File: src/rtl/iobuf_sw_xcvr.sv
// Half-duplex single-wire transceiver driving one tri-state IOBUF pad.
// Serialises TX frames onto the wire and deserialises RX frames from it.
//
// Frame on the wire: start bit 0, DATA_W payload bits LSB first, stop bit 1.
// The wire idles high through an external pull-up.
//
// Ports:
//   CLK       single rising-edge clock
//   RST       asynchronous, active-high reset
//   TX_DATA   payload to send, captured on accept (TX_VALID & TX_READY)
//   TX_VALID  transmit request
//   TX_READY  high only while idle and able to accept
//   RX_DATA   last good received payload, held until the next good frame
//   RX_VALID  one-cycle pulse: good frame received
//   RX_ERR    one-cycle pulse: stop bit sampled low
//   PAD_I     to IOBUF I (data driven onto the pad)
//   PAD_T     to IOBUF T (1 = released / high-Z)
//   PAD_O     from IOBUF O, asynchronous pad readback
module iobuf_sw_xcvr #(
    parameter int DATA_W   = 8,
    parameter int BIT_CYC  = 16,
    parameter int TURN_CYC = 4
) (
    input  logic              CLK,
    input  logic              RST,
    input  logic [DATA_W-1:0] TX_DATA,
    input  logic              TX_VALID,
    output logic              TX_READY,
    output logic [DATA_W-1:0] RX_DATA,
    output logic              RX_VALID,
    output logic              RX_ERR,
    output logic              PAD_I,
    output logic              PAD_T,
    input  logic              PAD_O
);

    // One counter serves both bit timing and the turnaround gap.
    localparam int CNT_MAX = (BIT_CYC > TURN_CYC) ? BIT_CYC : TURN_CYC;
    localparam int CNT_W   = $clog2(CNT_MAX);
    localparam int IDX_W   = (DATA_W > 1) ? $clog2(DATA_W) : 1;

    localparam logic [CNT_W-1:0] BIT_LAST  = CNT_W'(BIT_CYC - 1);
    localparam logic [CNT_W-1:0] HALF_LAST = CNT_W'(BIT_CYC / 2 - 1);
    localparam logic [CNT_W-1:0] TURN_LAST = CNT_W'(TURN_CYC - 1);
    localparam logic [IDX_W-1:0] IDX_LAST  = IDX_W'(DATA_W - 1);

    typedef enum logic [2:0] {
        S_IDLE,
        S_TX_START,
        S_TX_DATA,
        S_TX_STOP,
        S_TURN,
        S_RX_START,
        S_RX_DATA,
        S_RX_STOP
    } state_t;

    state_t state_q, state_d;

    logic [CNT_W-1:0]  cnt_q, cnt_d;
    logic [IDX_W-1:0]  idx_q, idx_d;
    logic [DATA_W-1:0] shift_q, shift_d;

    logic sync1_q, sync2_q;
    logic prev_q, prev_d;

    logic              pad_t_q, pad_t_d;
    logic              pad_i_q, pad_i_d;
    logic              tx_ready_q, tx_ready_d;
    logic              rx_valid_q, rx_valid_d;
    logic              rx_err_q, rx_err_d;
    logic [DATA_W-1:0] rx_data_q, rx_data_d;

    logic line;
    logic fall;
    logic bit_end;
    logic half_bit;
    logic rx_good;
    logic rx_bad;

    assign line     = sync2_q;
    assign fall     = prev_q & ~line;
    assign bit_end  = (cnt_q == BIT_LAST);
    assign half_bit = (cnt_q == HALF_LAST);

    // ------------------------------------------------------------------
    // State and output registers
    // ------------------------------------------------------------------
    always_ff @(posedge CLK or posedge RST) begin
        if (RST) begin
            state_q    <= S_IDLE;
            cnt_q      <= '0;
            idx_q      <= '0;
            shift_q    <= '0;
            sync1_q    <= 1'b1;
            sync2_q    <= 1'b1;
            prev_q     <= 1'b1;
            pad_t_q    <= 1'b1;
            pad_i_q    <= 1'b1;
            tx_ready_q <= 1'b0;
            rx_valid_q <= 1'b0;
            rx_err_q   <= 1'b0;
            rx_data_q  <= '0;
        end else begin
            state_q    <= state_d;
            cnt_q      <= cnt_d;
            idx_q      <= idx_d;
            shift_q    <= shift_d;
            sync1_q    <= PAD_O;
            sync2_q    <= sync1_q;
            prev_q     <= prev_d;
            pad_t_q    <= pad_t_d;
            pad_i_q    <= pad_i_d;
            tx_ready_q <= tx_ready_d;
            rx_valid_q <= rx_valid_d;
            rx_err_q   <= rx_err_d;
            rx_data_q  <= rx_data_d;
        end
    end

    // ------------------------------------------------------------------
    // Next-state logic
    // ------------------------------------------------------------------
    always_comb begin
        state_d = state_q;
        cnt_d   = cnt_q + CNT_W'(1);
        idx_d   = idx_q;
        shift_d = shift_q;
        prev_d  = line;
        rx_good = 1'b0;
        rx_bad  = 1'b0;

        case (state_q)
            S_IDLE: begin
                cnt_d = '0;
                // A falling edge beats a simultaneous TX request.
                if (fall) begin
                    state_d = S_RX_START;
                end else if (TX_VALID && tx_ready_q) begin
                    state_d = S_TX_START;
                    shift_d = TX_DATA;
                end
            end

            S_TX_START: begin
                if (bit_end) begin
                    state_d = S_TX_DATA;
                    cnt_d   = '0;
                    idx_d   = '0;
                end
            end

            S_TX_DATA: begin
                if (bit_end) begin
                    cnt_d   = '0;
                    shift_d = shift_q >> 1;
                    if (idx_q == IDX_LAST) begin
                        state_d = S_TX_STOP;
                    end else begin
                        idx_d = idx_q + IDX_W'(1);
                    end
                end
            end

            S_TX_STOP: begin
                if (bit_end) begin
                    state_d = S_TURN;
                    cnt_d   = '0;
                end
            end

            S_TURN: begin
                if (cnt_q == TURN_LAST) begin
                    state_d = S_IDLE;
                    cnt_d   = '0;
                    // Our own echo must never look like an incoming start bit.
                    prev_d  = 1'b1;
                end
            end

            S_RX_START: begin
                if (half_bit) begin
                    cnt_d   = '0;
                    idx_d   = '0;
                    // Line back high at mid-bit means the edge was a glitch.
                    state_d = line ? S_IDLE : S_RX_DATA;
                end
            end

            S_RX_DATA: begin
                if (bit_end) begin
                    cnt_d   = '0;
                    shift_d = shift_q >> 1;
                    shift_d[DATA_W-1] = line;
                    if (idx_q == IDX_LAST) begin
                        state_d = S_RX_STOP;
                    end else begin
                        idx_d = idx_q + IDX_W'(1);
                    end
                end
            end

            S_RX_STOP: begin
                if (bit_end) begin
                    state_d = S_IDLE;
                    cnt_d   = '0;
                    rx_good = line;
                    rx_bad  = ~line;
                end
            end

            default: begin
                state_d = S_IDLE;
                cnt_d   = '0;
            end
        endcase
    end

    // ------------------------------------------------------------------
    // Registered outputs, derived from the state being entered so that
    // the pad follows the state on the same cycle.
    // ------------------------------------------------------------------
    always_comb begin
        pad_t_d    = 1'b1;
        pad_i_d    = 1'b1;
        tx_ready_d = (state_d == S_IDLE);
        rx_valid_d = rx_good;
        rx_err_d   = rx_bad;
        rx_data_d  = rx_good ? shift_q : rx_data_q;

        case (state_d)
            S_TX_START: begin
                pad_t_d = 1'b0;
                pad_i_d = 1'b0;
            end
            S_TX_DATA: begin
                pad_t_d = 1'b0;
                pad_i_d = shift_d[0];
            end
            S_TX_STOP: begin
                pad_t_d = 1'b0;
                pad_i_d = 1'b1;
            end
            default: begin
                pad_t_d = 1'b1;
                pad_i_d = 1'b1;
            end
        endcase
    end

    assign PAD_T    = pad_t_q;
    assign PAD_I    = pad_i_q;
    assign TX_READY = tx_ready_q;
    assign RX_VALID = rx_valid_q;
    assign RX_ERR   = rx_err_q;
    assign RX_DATA  = rx_data_q;

endmodule

File: config.mk
export PLATFORM = sky130hd
export DESIGN_NAME = iobuf_sw_xcvr
export DESIGN_NICKNAME = d
export VERILOG_FILES = /design/src/rtl/iobuf_sw_xcvr.sv
export SDC_FILE = /design/constraint.sdc
export NUM_CORES = 1
export LEC_CHECK = 0
export ABC_AREA = 1
export CAP_MARGIN = 20
export CORE_UTILIZATION = 36
export DETAILED_ROUTE_END_ITERATION = 6
export GPL_ROUTABILITY_DRIVEN = 1
export PLACE_DENSITY = 0.69
export SETUP_SLACK_MARGIN = 0.15
export SLEW_MARGIN = 10
export SYNTH_ARGS = -nofsm -noshare
export SYNTH_HDL_FRONTEND = slang
export SYNTH_SLANG_ARGS = --single-unit
File: constraint.sdc
create_clock -name CLK -period 2.8 [get_ports CLK]
set_input_delay 0.28 -clock CLK [delete_from_list [all_inputs] [get_ports CLK]]
set_output_delay 0.28 -clock CLK [all_outputs]
set_load 0.03 [all_outputs]
==> results of run 1 <==
-- per-stage QoR --
| step | instance area, µm² | utilization |
|---|---|---|
| global placement | 1960 | 0.447 |
| detailed placement | 1960 | 0.447 |
| finish | 2070 | 0.473 |
| CTS | 2070 | 0.473 |
| floorplan | 1660 | - |
| global route | 2070 | 0.473 |
-- cells in the final DEF, fill, tap and decap left out, drive strengths merged --
cell type / synthesis / layout
nand3: 10 / 10
nand2: 62 / 62
ha: 3 / 3
dfstp: 5 / 5
o31ai: 1 / 1
nor3: 5 / 5
buf: 2 / 2
o21ai: 13 / 13
clkbuf: 0 / 5
inv: 24 / 24
o211ai: 6 / 6
clkinvlp: 0 / 2
a32oi: 1 / 1
nor2: 25 / 25
or2: 1 / 1
dfrtp: 29 / 29
clkdlybuf4s50: 0 / 24
xnor2: 1 / 1
xor2: 1 / 1
nand4: 2 / 2
bufinv: 0 / 1
-- where the power goes --
| group | switching [mW] | internal [mW] |
|---|---|---|
| clock network | 0.185 | 0.265 |
| logic | 0.0149 | 0.0159 |
| registers | 0.00134 | 0.495 |
| total | 0.201 | 0.776 |
-- logic make-up after synthesis --
| kind of cell | count (synthesis) | synth area share |
|---|---|---|
| and+or+nand+nor | 105 | 0.290 |
| DFF | 34 | 0.518 |
| buffers and inverters | 26 | 0.0642 |
| AOI/OAI and AO/OA | 21 | 0.0945 |
| adders and majority gates | 3 | 0.0227 |
| xor gates and xnor gates | 2 | 0.0106 |
-- how the worst max path moves through the flow --
stage,end,cells past startpoint
after global routing,PAD_I,10
after floorplan,RX_DATA[2],7
after CTS,PAD_I,1
after detailed placement,PAD_I,10
final,PAD_I,1
after global placement,PAD_I,10
-- state kept, by name, summed over array words and instances, names as in the netlist --
| signal | count |
|---|---|
| state_q | 3 |
| line | 1 |
| PAD_I | 1 |
| sync1_q | 1 |
| RX_ERR | 1 |
| cnt_q | 4 |
| TX_READY | 1 |
| PAD_T | 1 |
| shift_q | 8 |
| idx_q | 3 |
| RX_VALID | 1 |
| prev_q | 1 |
| RX_DATA | 8 |
-- metal layers --
layer | track usage | vias to the layer above
met2 | 0.268 | 26
met3 | 0.0523 | 3
met4 | 0.0267 | 0
met1 | 0.196 | 611
li1 | - | 668
met5 | 0 | -
-- final cells by class --
class	instances	area share
inverters	24	0.0435
clock buffers	5	0.0332
multi-input cells	131	0.334
repair buffers	26	0.123
well taps	52	0.0314
clock inverters	3	0.0217
flip-flops and latches	34	0.413
==> reports/metrics.yaml, run 1 <==
worst_setup_path:
  end_kind: "primary output"
  cp-startpoint: "PAD_I"
  worstSetupStartpointType: "flop"
  critPathMaxStageDelay_ns: 0.66
  critical_path.max_fanout: 1
  crit_slowest_cell: "clkdlybuf4s50_1"
  critPathKind: "reg -> out"
  r2r_cells: 10
  cp_top_family: "buffers and inverters"
  r2r_slack_ns: 1.14
  r2r_end: "PAD_I"
  crit_arrival_ns: 1.47
  cp_num_buf_inv: 1
  crit_required_ns: 2.52
  rr_startpoint: "cnt_q[0]"
  worstPathCellList: "clkdlybuf4s50_1"
clock_tree:
  clock-root-buffer: "clkbuf_8"
  numCtsBuffers: 5
  cts_tree: "built"
  cts-resized-gates: 0
  clk_latency_ns: 0.29
  clk_pin_slew_ns: 0.07
  cts_sinks: 34
  htreeDepth: 2
  cts_hold_buf: 0
  post_cts_buffers: 0
  cts_max_path_buffers: 2
synthesis:
  synth_top_cell_by_area: "dfrtp_1"
  synth_ff_type: "dfrtp_1"
  yosysUniqueCellTypes: 28
  synth-edff-count: 0
  yosysWarningCount: 0
  synth_common_cells: "nand2_1 (59), dfrtp_1 (29), inv_1 (23)"
  syn-cell-area_um2: 1660
  synth_top_area_frac: 0.438
  postSynthRegisterBits: 34
  syn_avg_cell_area_um2: 8.67
  synth_area_leaders: "dfrtp_1 (44%), nand2_1 (13%), dfstp_2 (7.9%), inv_1 (5.2%), nor2_1 (5.0%)"
  syn_nets: 206
  yosysSeqAreaShare: 0.518
  async_flop_share: 1.00
  synthCells: 191
  synth_most_common_cell: "nand2_1"
floorplan:
  io_pins: 25
  dieHeight_um: 69.8
  fp-row-count: 24
  die_area_um2: 4870
  die_w_um: 69.8
  core_area_um2: 4380
  initial_core_util: 0.378
timing:
  clock.fmax_mhz: 572
  skew_ns: 0.00563
  worst_slew_pin_slew_ns: 0.656
  finalCriticalPeriod_ns: 1.75
  hold_slack_ns: 0.359
  rsz0062_at_grt: "no"
  period_share: 0.625
  fin_setup_tns_ns: 0
  hold_viol_final: 0
  setup_ws_ns: 1.05
  drv_slew: 0
  setup_viol: 0
  relSlewSlack: 0.562
finish:
  area_growth_pct: 25.2
  multiInputGateArea_um2: 692
  nNetsFinal: 237
  drive_above_1_share: 0.157
  diodes: 0
  fin_cells: 275
  seq_area_um2: 857
  n_fill_cell: 455
min_path:
  hold_class: "reg -> reg"
  whs_path_depth: 0
  hold_start: "sync1_q"
  holdPathEnd: "line"
global_route:
  grt_first_pass_wirelength_mm: 6.08
  grt_max_degree: 18
  gr-total-overflow: 0
  grt.total_usage: 0.157
  antenna_found_initial: 0
  grt_pass1_vias: 1314
power_and_ir_drop:
  irDropWorstVdd_uv: 249
  total_power_mw: 0.977
  p_leak_nw: 1.02
  cellPowerDensity_nw_per_um2: 471
placement:
  pre_cts_slack_ns: 1.17
  place_inst: 267
  place_congestion: 0.821
  io_buffers: 24
  dp_hpwl_mm: 2.50
drt:
  topRoutingLayerUsed: "met4"
  drt_iter0_drc: 60
  drt-total-wl_mm: 3.32
  ant_nets: 0
  routed-wl-met3_um: 158
  vias: 1308
  vias_per_cell: 4.76
  drt_first_pass_iters: 4
  wl_met2_mm: 1.61
  drc: 0
  avgRoutedWirePerCell_um: 12.1
  drt-met1-wl_mm: 1.53
run:
  maxCapViolCount: 0
run_status:
  status: "finished clean"
Power figures use the tool's default switching activity.
==> run 2, diff against run 1 <==
clock period = 1.8 ns   (was 2.8 ns; I/O delays follow)
==> reports/metrics.yaml, run 2 (synthesis gave the netlist of run 1 again) <==
run_status:
  status: "finished clean"
worst_setup_path:
  critPathKind: "reg -> reg"
  crit_required_ns: 2.01  # -0.51 ns
  r2r_cells: 10  # unchanged
  r2r_slack_ns: 0.29  # -0.85 ns
  cp-startpoint: "state_q[0]"
  rr_startpoint: "state_q[0]"
  crit_arrival_ns: 1.72  # +0.25 ns
  r2r_end: "PAD_I"
  crit_end: "PAD_I"
  end_kind: "flop"
  critical_path.max_fanout: 8  # +7
  worstSetupStartpointType: "flop"
drt:
  drc: 0  # unchanged
  drt_iter0_drc: 88  # +47%
  vias_per_cell: 4.78  # +0.46%
  avgRoutedWirePerCell_um: 11.4  # -5.8%
  drt_first_pass_iters: 4  # unchanged
  vias: 1314  # +0.46%
  drt-total-wl_mm: 3.12  # -5.8%
  ant_nets: 0  # unchanged
floorplan:
  io_pins: 25  # unchanged
  dieHeight_um: 69.8  # unchanged
  fp-row-count: 24  # unchanged
  core_area_um2: 4380  # unchanged
  initial_core_util: 0.378  # unchanged
  die_area_um2: 4870  # unchanged
  die_w_um: 69.8  # unchanged
run:
  maxCapViolCount: 0  # unchanged
placement:
  io_buffers: 24  # unchanged
  dp_hpwl_mm: 2.34  # -6.5%
  placed_area_um2: 1960  # unchanged
  place_congestion: 0.827  # +0.69%
timing:
  fin_setup_tns_ns: 0  # unchanged
  hold_viol_final: 0  # unchanged
  drv_slew: 0  # unchanged
  skew_ns: 0.00668  # +0.00105 ns
  rsz0062_at_grt: "no"
  clock.fmax_mhz: 663
  period_share: 0.838
  worst_slew_pin_slew_ns: 0.429  # -0.227 ns
  finalCriticalPeriod_ns: 1.51
  relSlewSlack: 0.714  # +0.152
  setup_viol: 0  # unchanged
finish:
  design_area_um2: 2080  # +0.54%
  layout_common_cells: "nand2_1 (59), dfrtp_1 (28), inv_1 (23), nor2_1 (22), clkdlybuf4s50_1 (22)"
  area_growth_pct: 25.9
  diodes: 0  # unchanged
  drive_above_1_share: 0.157  # unchanged
  nNetsFinal: 237  # unchanged
  finalCoreUtilization: 0.475  # +0.00257
  final_common_cell: "nand2_1"
clock_tree:
  cts_tree: "built"
  htreeDepth: 2  # unchanged
  cts_max_path_buffers: 2  # unchanged
  clk_latency_ns: 0.28  # about the same
  clock-root-buffer: "clkbuf_8"
  clk_pin_slew_ns: 0.07  # about the same
  numCtsBuffers: 5  # unchanged
  cts_sinks: 34  # unchanged
  post_cts_buffers: 0  # unchanged
power_and_ir_drop:
  irDropWorstVdd_uv: 378  # +52%
  cellPowerDensity_nw_per_um2: 716  # +52%
  p_leak_nw: 1.04  # +2.0%
global_route:
  grt_max_degree: 35  # +17
  grt.total_usage: 0.146  # -0.0109
  gr-total-overflow: 0  # unchanged
  grt_pass1_vias: 1257  # -4.3%
  antenna_found_initial: 0  # unchanged
  grt_first_pass_wirelength_mm: 5.61  # -7.7%
min_path:
  hold_class: "in -> async"
[run 2: cell count changes in the layout (fill, tap and decap cells not counted), sizes merged]
| cell | change |
|---|---|
| clkbuf | +2 |
| clkdlybuf4s50 | -2 |
| clkinvlp | -2 |
| dlymetal6s2s | +2 |
[run 2: worst max-delay path: stages (launching register included)]
cell and delay (ns):
dfrtp_2 0.45, inv_1 0.12, nand2_1 0.13, inv_1 0.14, nand2_2 0.14, nand2_1 0.09
nor2_1 0.04, nor2_1 0.15, nand2_1 0.07, nand2_1 0.05, nand2_1 0.05
[run 2: stage by stage]
stage / setup WS, ns / cells / power [mW] / hold WS (ns)
6_report: 0.292 / 275 / 1.49 / 0.288
5_1_grt: 0.155 / 275 / 1.56 / 0.288
4_1_cts: 0.151 / 275 / 1.52 / 0.289
3_5_place_dp: 0.193 / 267 / 0.833 / 0.348
3_3_place_gp: 0.211 / 267 / 0.832 / 0.347
2_1_floorplan: 0.341 / 191 / 0.800 / 0.184
[run 2: worst min path at each step]
stage               startpoint    endpoint  slack, ns  cells after the start
finish                     RST  RX_DATA[1]       0.29                      3
global route             PAD_O     sync1_q       0.29                      1
CTS                      PAD_O     sync1_q       0.29                      1
detailed placement     sync1_q        line       0.35                      0
global placement       sync1_q        line       0.35                      0
floorplan                PAD_O     sync1_q       0.18                      0
[run 2: area by class of cell]
| class | count | area (µm²) |
|---|---|---|
| flip-flops and latches | 34 | 858 |
| clock inverters | 1 | 30.0 |
| repair buffers | 26 | 260 |
| clock buffers | 7 | 76.3 |
| inverters | 24 | 90.1 |
| well taps | 52 | 65.1 |
| multi-input cells | 131 | 704 |
| fillers | 420 | 2300 |
[run 2: timing repair]
| item | in CTS | in global routing |
|---|---|---|
| hold buffers | 0 | 0 |
| gates resized for setup | 0 | 5 |
| endpoints found under the setup margin | 0 | 24 |
[run 2: metal layers]
metal,vias up,track usage,share of wire
met5,-,0,0
li1,670,-,-
met1,608,0.183,0.46
met2,33,0.234,0.48
met3,3,0.0552,0.054
met4,0,0.0444,0.013
[run 2: where the power goes]
group | switching, mW | leakage, nW | total, mW | internal (mW)
registers | 0.00205 | 0.415 | 0.773 | 0.770
logic | 0.0222 | 0.574 | 0.0456 | 0.0234
clock network | 0.261 | 0.0524 | 0.674 | 0.414
total | 0.285 | 1.04 | 1.49 | 1.21
